[config.mk]
export PLATFORM = sky130hd
export DESIGN_NAME = inta_sequencer_flat
export DESIGN_NICKNAME = d
export VERILOG_FILES = /design/src/rtl/inta_sequencer_if.sv /design/src/rtl/inta_sequencer.sv /design/src/flat_wrapper.sv
export SDC_FILE = /design/constraint.sdc
export NUM_CORES = 1
export LEC_CHECK = 0
export BUFFER_PORTS_ARGS = -buffer_cell sky130_fd_sc_hd__buf_2
export CAP_MARGIN = 20
export CORE_MARGIN = 8
export CORE_UTILIZATION = 50
export DETAILED_ROUTE_END_ITERATION = 16
export HOLD_SLACK_MARGIN = 0.05
export PLACE_DENSITY = 0.73
export SLEW_MARGIN = 20
export SYNTH_ARGS = -nofsm -noshare
export SYNTH_HDL_FRONTEND = slang
export SYNTH_SLANG_ARGS = --single-unit
[constraint.sdc]
create_clock -name clk -period 4.5 [get_ports clk]
set_clock_uncertainty 0.05 [all_clocks]
set_input_delay 0.45 -clock clk [delete_from_list [all_inputs] [get_ports clk]]
set_output_delay 0.45 -clock clk [all_outputs]
set_load 0.05 [all_outputs]
[src/rtl/inta_sequencer_if.sv]
// Bus bundle between the PIC core/CPU side and the INTA sequencer.
// master drives requests and strobes; slave is the sequencer.
interface inta_sequencer_if;
  logic       irq_valid;
  logic [2:0] irq_level;
  logic       inta_n;
  logic [4:0] icw2_base;
  logic       eoi_strobe;
  logic       int_out;
  logic [7:0] data_out;
  logic       data_oe;
  logic [7:0] isr;
  logic [7:0] irr_clr;
  logic       busy;

  modport master (
    output irq_valid, irq_level, inta_n,
    output icw2_base, eoi_strobe,
    input  int_out, data_out, data_oe,
    input  isr, irr_clr, busy
  );

  modport slave (
    input  irq_valid, irq_level, inta_n,
    input  icw2_base, eoi_strobe,
    output int_out, data_out, data_oe,
    output isr, irr_clr, busy
  );
endinterface

[src/rtl/inta_sequencer.sv]
// 8259A-style INTA handshake sequencer and In-Service Register.
// Define PIC_AEOI_EN for automatic EOI on the second INTA rise.
module inta_sequencer #(
  parameter int SYNC_STAGES = 2,
  parameter int ACK_TIMEOUT = 255
) (
  input  logic             clk,
  input  logic             rst,
  inta_sequencer_if.slave  bus
);

  typedef enum logic [2:0] {
    IDLE, REQ, ACK1, WAIT2, ACK2
  } state_t;

  localparam logic [7:0] TMO = 8'(ACK_TIMEOUT);

  state_t                 state;
  logic [SYNC_STAGES-1:0] sync;
  logic                   prev;
  logic                   fall;
  logic                   rise;
  logic [7:0]             cnt;
  logic [2:0]             lvl;
  logic                   int_q;
  logic                   oe_q;
  logic [7:0]             dout_q;
  logic [7:0]             irr_q;
  logic [7:0]             isr_q;
  logic [7:0]             set_vec;
  logic [7:0]             aeoi_vec;
  logic [7:0]             isr_a;
  logic [7:0]             isr_nxt;
  logic                   done;
`ifdef PIC_AEOI_EN
  logic                   spur;
`endif

  assign fall = prev & ~sync[SYNC_STAGES-1];
  assign rise = ~prev & sync[SYNC_STAGES-1];

  // inta_n synchroniser plus edge-detect history, idles high
  always_ff @(posedge clk) begin
    if (rst) begin
      sync <= '1;
      prev <= 1'b1;
    end else begin
      sync <= {sync[SYNC_STAGES-2:0], bus.inta_n};
      prev <= sync[SYNC_STAGES-1];
    end
  end

  // ISR next value: AEOI first, then EOI on highest bit, then new set
  always_comb begin
    set_vec  = '0;
    aeoi_vec = '0;
    done     = 1'b0;
    if (state == REQ && fall && bus.irq_valid)
      set_vec[bus.irq_level] = 1'b1;
`ifdef PIC_AEOI_EN
    if (state == ACK2 && rise && !spur)
      aeoi_vec[lvl] = 1'b1;
`endif
    isr_a   = isr_q & ~aeoi_vec;
    isr_nxt = isr_a;
    if (bus.eoi_strobe) begin
      for (int i = 7; i >= 0; i--) begin
        if (!done && isr_a[i]) begin
          isr_nxt[i] = 1'b0;
          done       = 1'b1;
        end
      end
    end
    isr_nxt = isr_nxt | set_vec;
  end

  // handshake FSM with registered outputs and ISR state
  always_ff @(posedge clk) begin
    if (rst) begin
      state  <= IDLE;
      int_q  <= 1'b0;
      oe_q   <= 1'b0;
      dout_q <= '0;
      irr_q  <= '0;
      isr_q  <= '0;
      cnt    <= '0;
      lvl    <= '0;
`ifdef PIC_AEOI_EN
      spur   <= 1'b0;
`endif
    end else begin
      isr_q <= isr_nxt;
      irr_q <= set_vec;
      unique case (state)
        IDLE: begin
          if (bus.irq_valid) begin
            state <= REQ;
            int_q <= 1'b1;
          end
        end
        REQ: begin
          if (fall) begin
            state <= ACK1;
            int_q <= 1'b0;
            lvl   <= bus.irq_valid ? bus.irq_level : 3'd7;
`ifdef PIC_AEOI_EN
            spur  <= ~bus.irq_valid;
`endif
          end
        end
        ACK1: begin
          if (rise) begin
            state <= WAIT2;
            cnt   <= '0;
          end
        end
        WAIT2: begin
          if (fall) begin
            state  <= ACK2;
            dout_q <= {bus.icw2_base, lvl};
            oe_q   <= 1'b1;
          end else if (cnt == TMO) begin
            state <= IDLE;
          end else begin
            cnt <= cnt + 8'd1;
          end
        end
        ACK2: begin
          if (rise) begin
            state <= IDLE;
            oe_q  <= 1'b0;
          end
        end
        default: state <= IDLE;
      endcase
    end
  end

  assign bus.int_out  = int_q;
  assign bus.data_out = dout_q;
  assign bus.data_oe  = oe_q;
  assign bus.isr      = isr_q;
  assign bus.irr_clr  = irr_q;
  assign bus.busy     = (state != IDLE);

endmodule
[src/flat_wrapper.sv]
// flat-port wrapper written by rule: the top's interface ports become plain ports
module inta_sequencer_flat 
#(
  parameter int SYNC_STAGES = 2,
  parameter int ACK_TIMEOUT = 255
)
  (clk, rst, bus_irq_valid, bus_irq_level, bus_inta_n, bus_icw2_base, bus_eoi_strobe, bus_int_out, bus_data_out, bus_data_oe, bus_isr, bus_irr_clr, bus_busy);
  inta_sequencer_if bus_i ();
  input  logic clk;
  input  logic rst;
  input wire logic [$bits(bus_i.irq_valid)-1:0] bus_irq_valid;
  input wire logic [$bits(bus_i.irq_level)-1:0] bus_irq_level;
  input wire logic [$bits(bus_i.inta_n)-1:0] bus_inta_n;
  input wire logic [$bits(bus_i.icw2_base)-1:0] bus_icw2_base;
  input wire logic [$bits(bus_i.eoi_strobe)-1:0] bus_eoi_strobe;
  output wire logic [$bits(bus_i.int_out)-1:0] bus_int_out;
  output wire logic [$bits(bus_i.data_out)-1:0] bus_data_out;
  output wire logic [$bits(bus_i.data_oe)-1:0] bus_data_oe;
  output wire logic [$bits(bus_i.isr)-1:0] bus_isr;
  output wire logic [$bits(bus_i.irr_clr)-1:0] bus_irr_clr;
  output wire logic [$bits(bus_i.busy)-1:0] bus_busy;
  assign bus_i.irq_valid = bus_irq_valid;
  assign bus_i.irq_level = bus_irq_level;
  assign bus_i.inta_n = bus_inta_n;
  assign bus_i.icw2_base = bus_icw2_base;
  assign bus_i.eoi_strobe = bus_eoi_strobe;
  assign bus_int_out = bus_i.int_out;
  assign bus_data_out = bus_i.data_out;
  assign bus_data_oe = bus_i.data_oe;
  assign bus_isr = bus_i.isr;
  assign bus_irr_clr = bus_i.irr_clr;
  assign bus_busy = bus_i.busy;
  inta_sequencer #(.SYNC_STAGES(SYNC_STAGES), .ACK_TIMEOUT(ACK_TIMEOUT)) u_core (.clk(clk), .rst(rst), .bus(bus_i));
endmodule
==> out/results.tsv <==
metric	value	unit
run status	finished, final reports clean	
total DRC errors in the routed layout	0	
CTS tree	done	
overall die area	5670	sq um
kind of cell adding the most delay to the critical path	simple AND/OR/NAND/NOR gates	
global-route total usage across every layer	13.7	%
actual slew at the worst max-slew pin	0.594	ns
Cell Area, Synth	1760	sq um
post-route setup slack	2.55	ns
sequential fraction of the synthesis area	49.0	%
accumulated negative setup slack	0	ns
wire per inst	13.0	um
top_reg_cell synth	sky130_fd_sc_hd__dfxtp_1	
share of cells above drive strength 1	24.5	%
largest fanout on the critical path	11	
cts repair resizes	0	
number of I/O port buffers	39	
Final Cycle Share	43.4	%
async set-or-reset flop fraction in the synthesized netlist	0	%
pin count of the biggest net entering global routing	36	
top cell type by total area after synthesis	sky130_fd_sc_hd__dfxtp_1	
startpoint of the worst hold path	bus_inta_n	
vias in the first global route	1404	
most frequent cell after synthesis	sky130_fd_sc_hd__dfxtp_1	
Crit-path slowest cell	sky130_fd_sc_hd__dfxtp_1	
Top Ports	40	
HPWL after DPL	2680	um
Max Cap Viol	0	
total design power	0.751	mW
antenna violations before repair	0	
launch instance of the worst register-to-register path	u_core.state[1]	
buffer depth of the longest clock path	2	
net count after synthesis	214	
Unique masters post-synth	41	
layout overhead on the synthesized area	17.7	%
htree depth	2	
Clock transition at path regs	0.12	ns
Post-CTS Repair Setup Buffers	0	
static power due to leakage	0.833	nW
hold bufs inserted after CTS	0	
number of CTS-inserted buffers	5	
post-synthesis average cell area	8.78	sq um
Hold Violations, Final	0	
power density over cell area	363	nW/um^2
detailed-routing iteration count for the pre-antenna-repair pass	4	
post-place setup slack	2.56	ns
total count of max-transition violations in the final report	0	
fill cell instance count of the final layout	323	
die outline height	75.3	um
master cell of the clock root buffer	sky130_fd_sc_hd__clkbuf_4	
DRT antenna net count	0	
Yosys reg bits	43	
routed vias/inst	5.24	
ANT cells	0	
worst endpoint required time	4.67	ns
gp weighted congestion	0.791	
clock latency reported for the late side of the worst-skew pair	0.35	ns
setup repair after global routing missed its margin	no	
number of warning messages in the yosys log	0	
number of placement rows	21	
data arrival time of the critical path	2.12	ns
post-synthesis instance total	200	
setup slack of the worst register-to-register path	2.55	ns
maximum clock frequency	512	MHz
starting utilization of the core area	52.2	%
Crit path largest cell delay	0.59	ns
list of most frequent post-synthesis cells	sky130_fd_sc_hd__dfxtp_1 (43), sky130_fd_sc_hd__a21oi_1 (21), sky130_fd_sc_hd__nor2_1 (20)	
FF-to-FF End	u_core.cnt[1]	
first-pass GRT wire length	6040	um
top area cells in the synthesized netlist	sky130_fd_sc_hd__dfxtp_1 (49%), sky130_fd_sc_hd__a21oi_1 (6.0%), sky130_fd_sc_hd__o21ai_0 (4.6%)	
relative slew slack	60.3	%
R2R cell count	5	
endpoint kind of the worst setup timing path	flop	
wire length reported by the detailed router	3690	um
gr ovfl total	0	
number of enable flip-flop cells after synthesis	0	
type of the tightest min-delay check	in2reg	
horizontal die dimension	75.3	um
Vias	1482	
critical path launch point type	flop	
number of nets in the layout	250	
Initial DRC Count	70	
critical setup path kind	reg2reg	
source of the critical timing path	u_core.state[1]	
critical path cell sequence	nand3b_1 > or3_1 > nand3_1 > or3_1 > a21oi_1	
hold endpoint	u_core.sync[0]	
Setup violations, final	0	
area share of the leading cell type in the synthesized netlist	49.0	%
Final min period	1.95	ns
number of clock sinks	43	
worst hold stages	2	
area of the core	3360	sq um
buffers and inverters on the worst path	0	
most prevalent standard cell on the critical path	sky130_fd_sc_hd__or3_1	
Peak supply drop	0.000216	V
## routing by layer
metal,track usage (%),up-vias,wire (um)
met5,0,-,0
met4,5.12,0,48
met3,4.53,4,223
met2,22.8,40,1710
met1,15.8,662,1710
li1,-,776,-
## metrics by stage
stage	instances	util, %	hold slack [ns]	area [sq um]
final	283	61.5	0.226	2070
after global routing	283	61.5	0.208	2070
after CTS	283	61.5	0.204	2070
after detailed placement	275	58.4	0.344	1960
after global placement	275	58.4	0.346	1960
after floorplan	200	-	0.339	1760
## power by group
part	leakage, nW	switching [mW]	total [mW]	internal (mW)
Clock	0.0514	0.123	0.295	0.173
Combinational	0.434	0.0422	0.0617	0.0195
Sequential	0.348	0.00789	0.394	0.386
## state kept, by name, summed over array words and instances, names as in the netlist
signal and flops:
u_core.bus.data_out 8, u_core.bus.irr_clr 8, u_core.bus.isr 8, u_core.cnt 8
u_core.lvl 3, u_core.state 3, u_core.sync 2, u_core.bus.data_oe 1
u_core.bus.int_out 1, u_core.prev 1
## worst max path at each step
stage	end	cells past startpoint
5_1_grt	u_core.cnt[3]	5
4_1_cts	u_core.cnt[1]	5
3_3_place_gp	u_core.cnt[3]	5
2_1_floorplan	u_core.bus.isr[0]	4
6_report	u_core.cnt[1]	5
3_5_place_dp	u_core.cnt[1]	5
## final cells by class
class                      count  area, sq um  share of cell area [%]
multi-input combinational    140          823                    39.8
sequential                    43          861                    41.6
clock inverter                 3         67.6                    3.27
timing repair buffer          39          195                    9.44
clock buffer                   5         37.5                    1.81
tap                           46         57.6                    2.78
inverter                       7         26.3                    1.27
## logic make-up (layout without fill, tap and decap cells)
kind of cell / count (synthesis) / in the layout / synth area share [%]
AO/OA/AOI/OAI: 52 / 52 / 17.8
XOR/XNOR: 4 / 4 / 1.99
adder cells (fa/ha/maj): 2 / 2 / 1.28
buffers and inverters: 17 / 54 / 4.13
flip-flops: 43 / 43 / 49.0
multiplexers: 2 / 2 / 1.14
AND/OR/NAND/NOR: 80 / 80 / 24.6
## cell usage in the layout (no fill, tap or decap), types with 2 or more instances in the layout
| master | n |
|---|---|
| sky130_fd_sc_hd__nand4_1 | 5 |
| sky130_fd_sc_hd__mux2i_1 | 2 |
| sky130_fd_sc_hd__nand3b_1 | 2 |
| sky130_fd_sc_hd__buf_2 | 39 |
| sky130_fd_sc_hd__nor3_1 | 5 |
| sky130_fd_sc_hd__o31ai_1 | 3 |
| sky130_fd_sc_hd__clkbuf_4 | 5 |
| sky130_fd_sc_hd__xor2_1 | 4 |
| sky130_fd_sc_hd__a311oi_1 | 2 |
| sky130_fd_sc_hd__inv_1 | 7 |
| sky130_fd_sc_hd__o21a_1 | 2 |
| sky130_fd_sc_hd__a21oi_1 | 21 |
| sky130_fd_sc_hd__dfxtp_1 | 43 |
| sky130_fd_sc_hd__bufinv_16 | 2 |
| sky130_fd_sc_hd__or2_2 | 3 |
| sky130_fd_sc_hd__o21ai_0 | 16 |
| sky130_fd_sc_hd__nand2_1 | 16 |
| sky130_fd_sc_hd__a2bb2oi_1 | 2 |
| sky130_fd_sc_hd__a211oi_1 | 2 |
| sky130_fd_sc_hd__nand3_1 | 8 |
| sky130_fd_sc_hd__nor2_1 | 20 |
| sky130_fd_sc_hd__or3_1 | 5 |
| sky130_fd_sc_hd__nand2b_1 | 4 |
No activity file was read; power rests on OpenSTA's default activity.
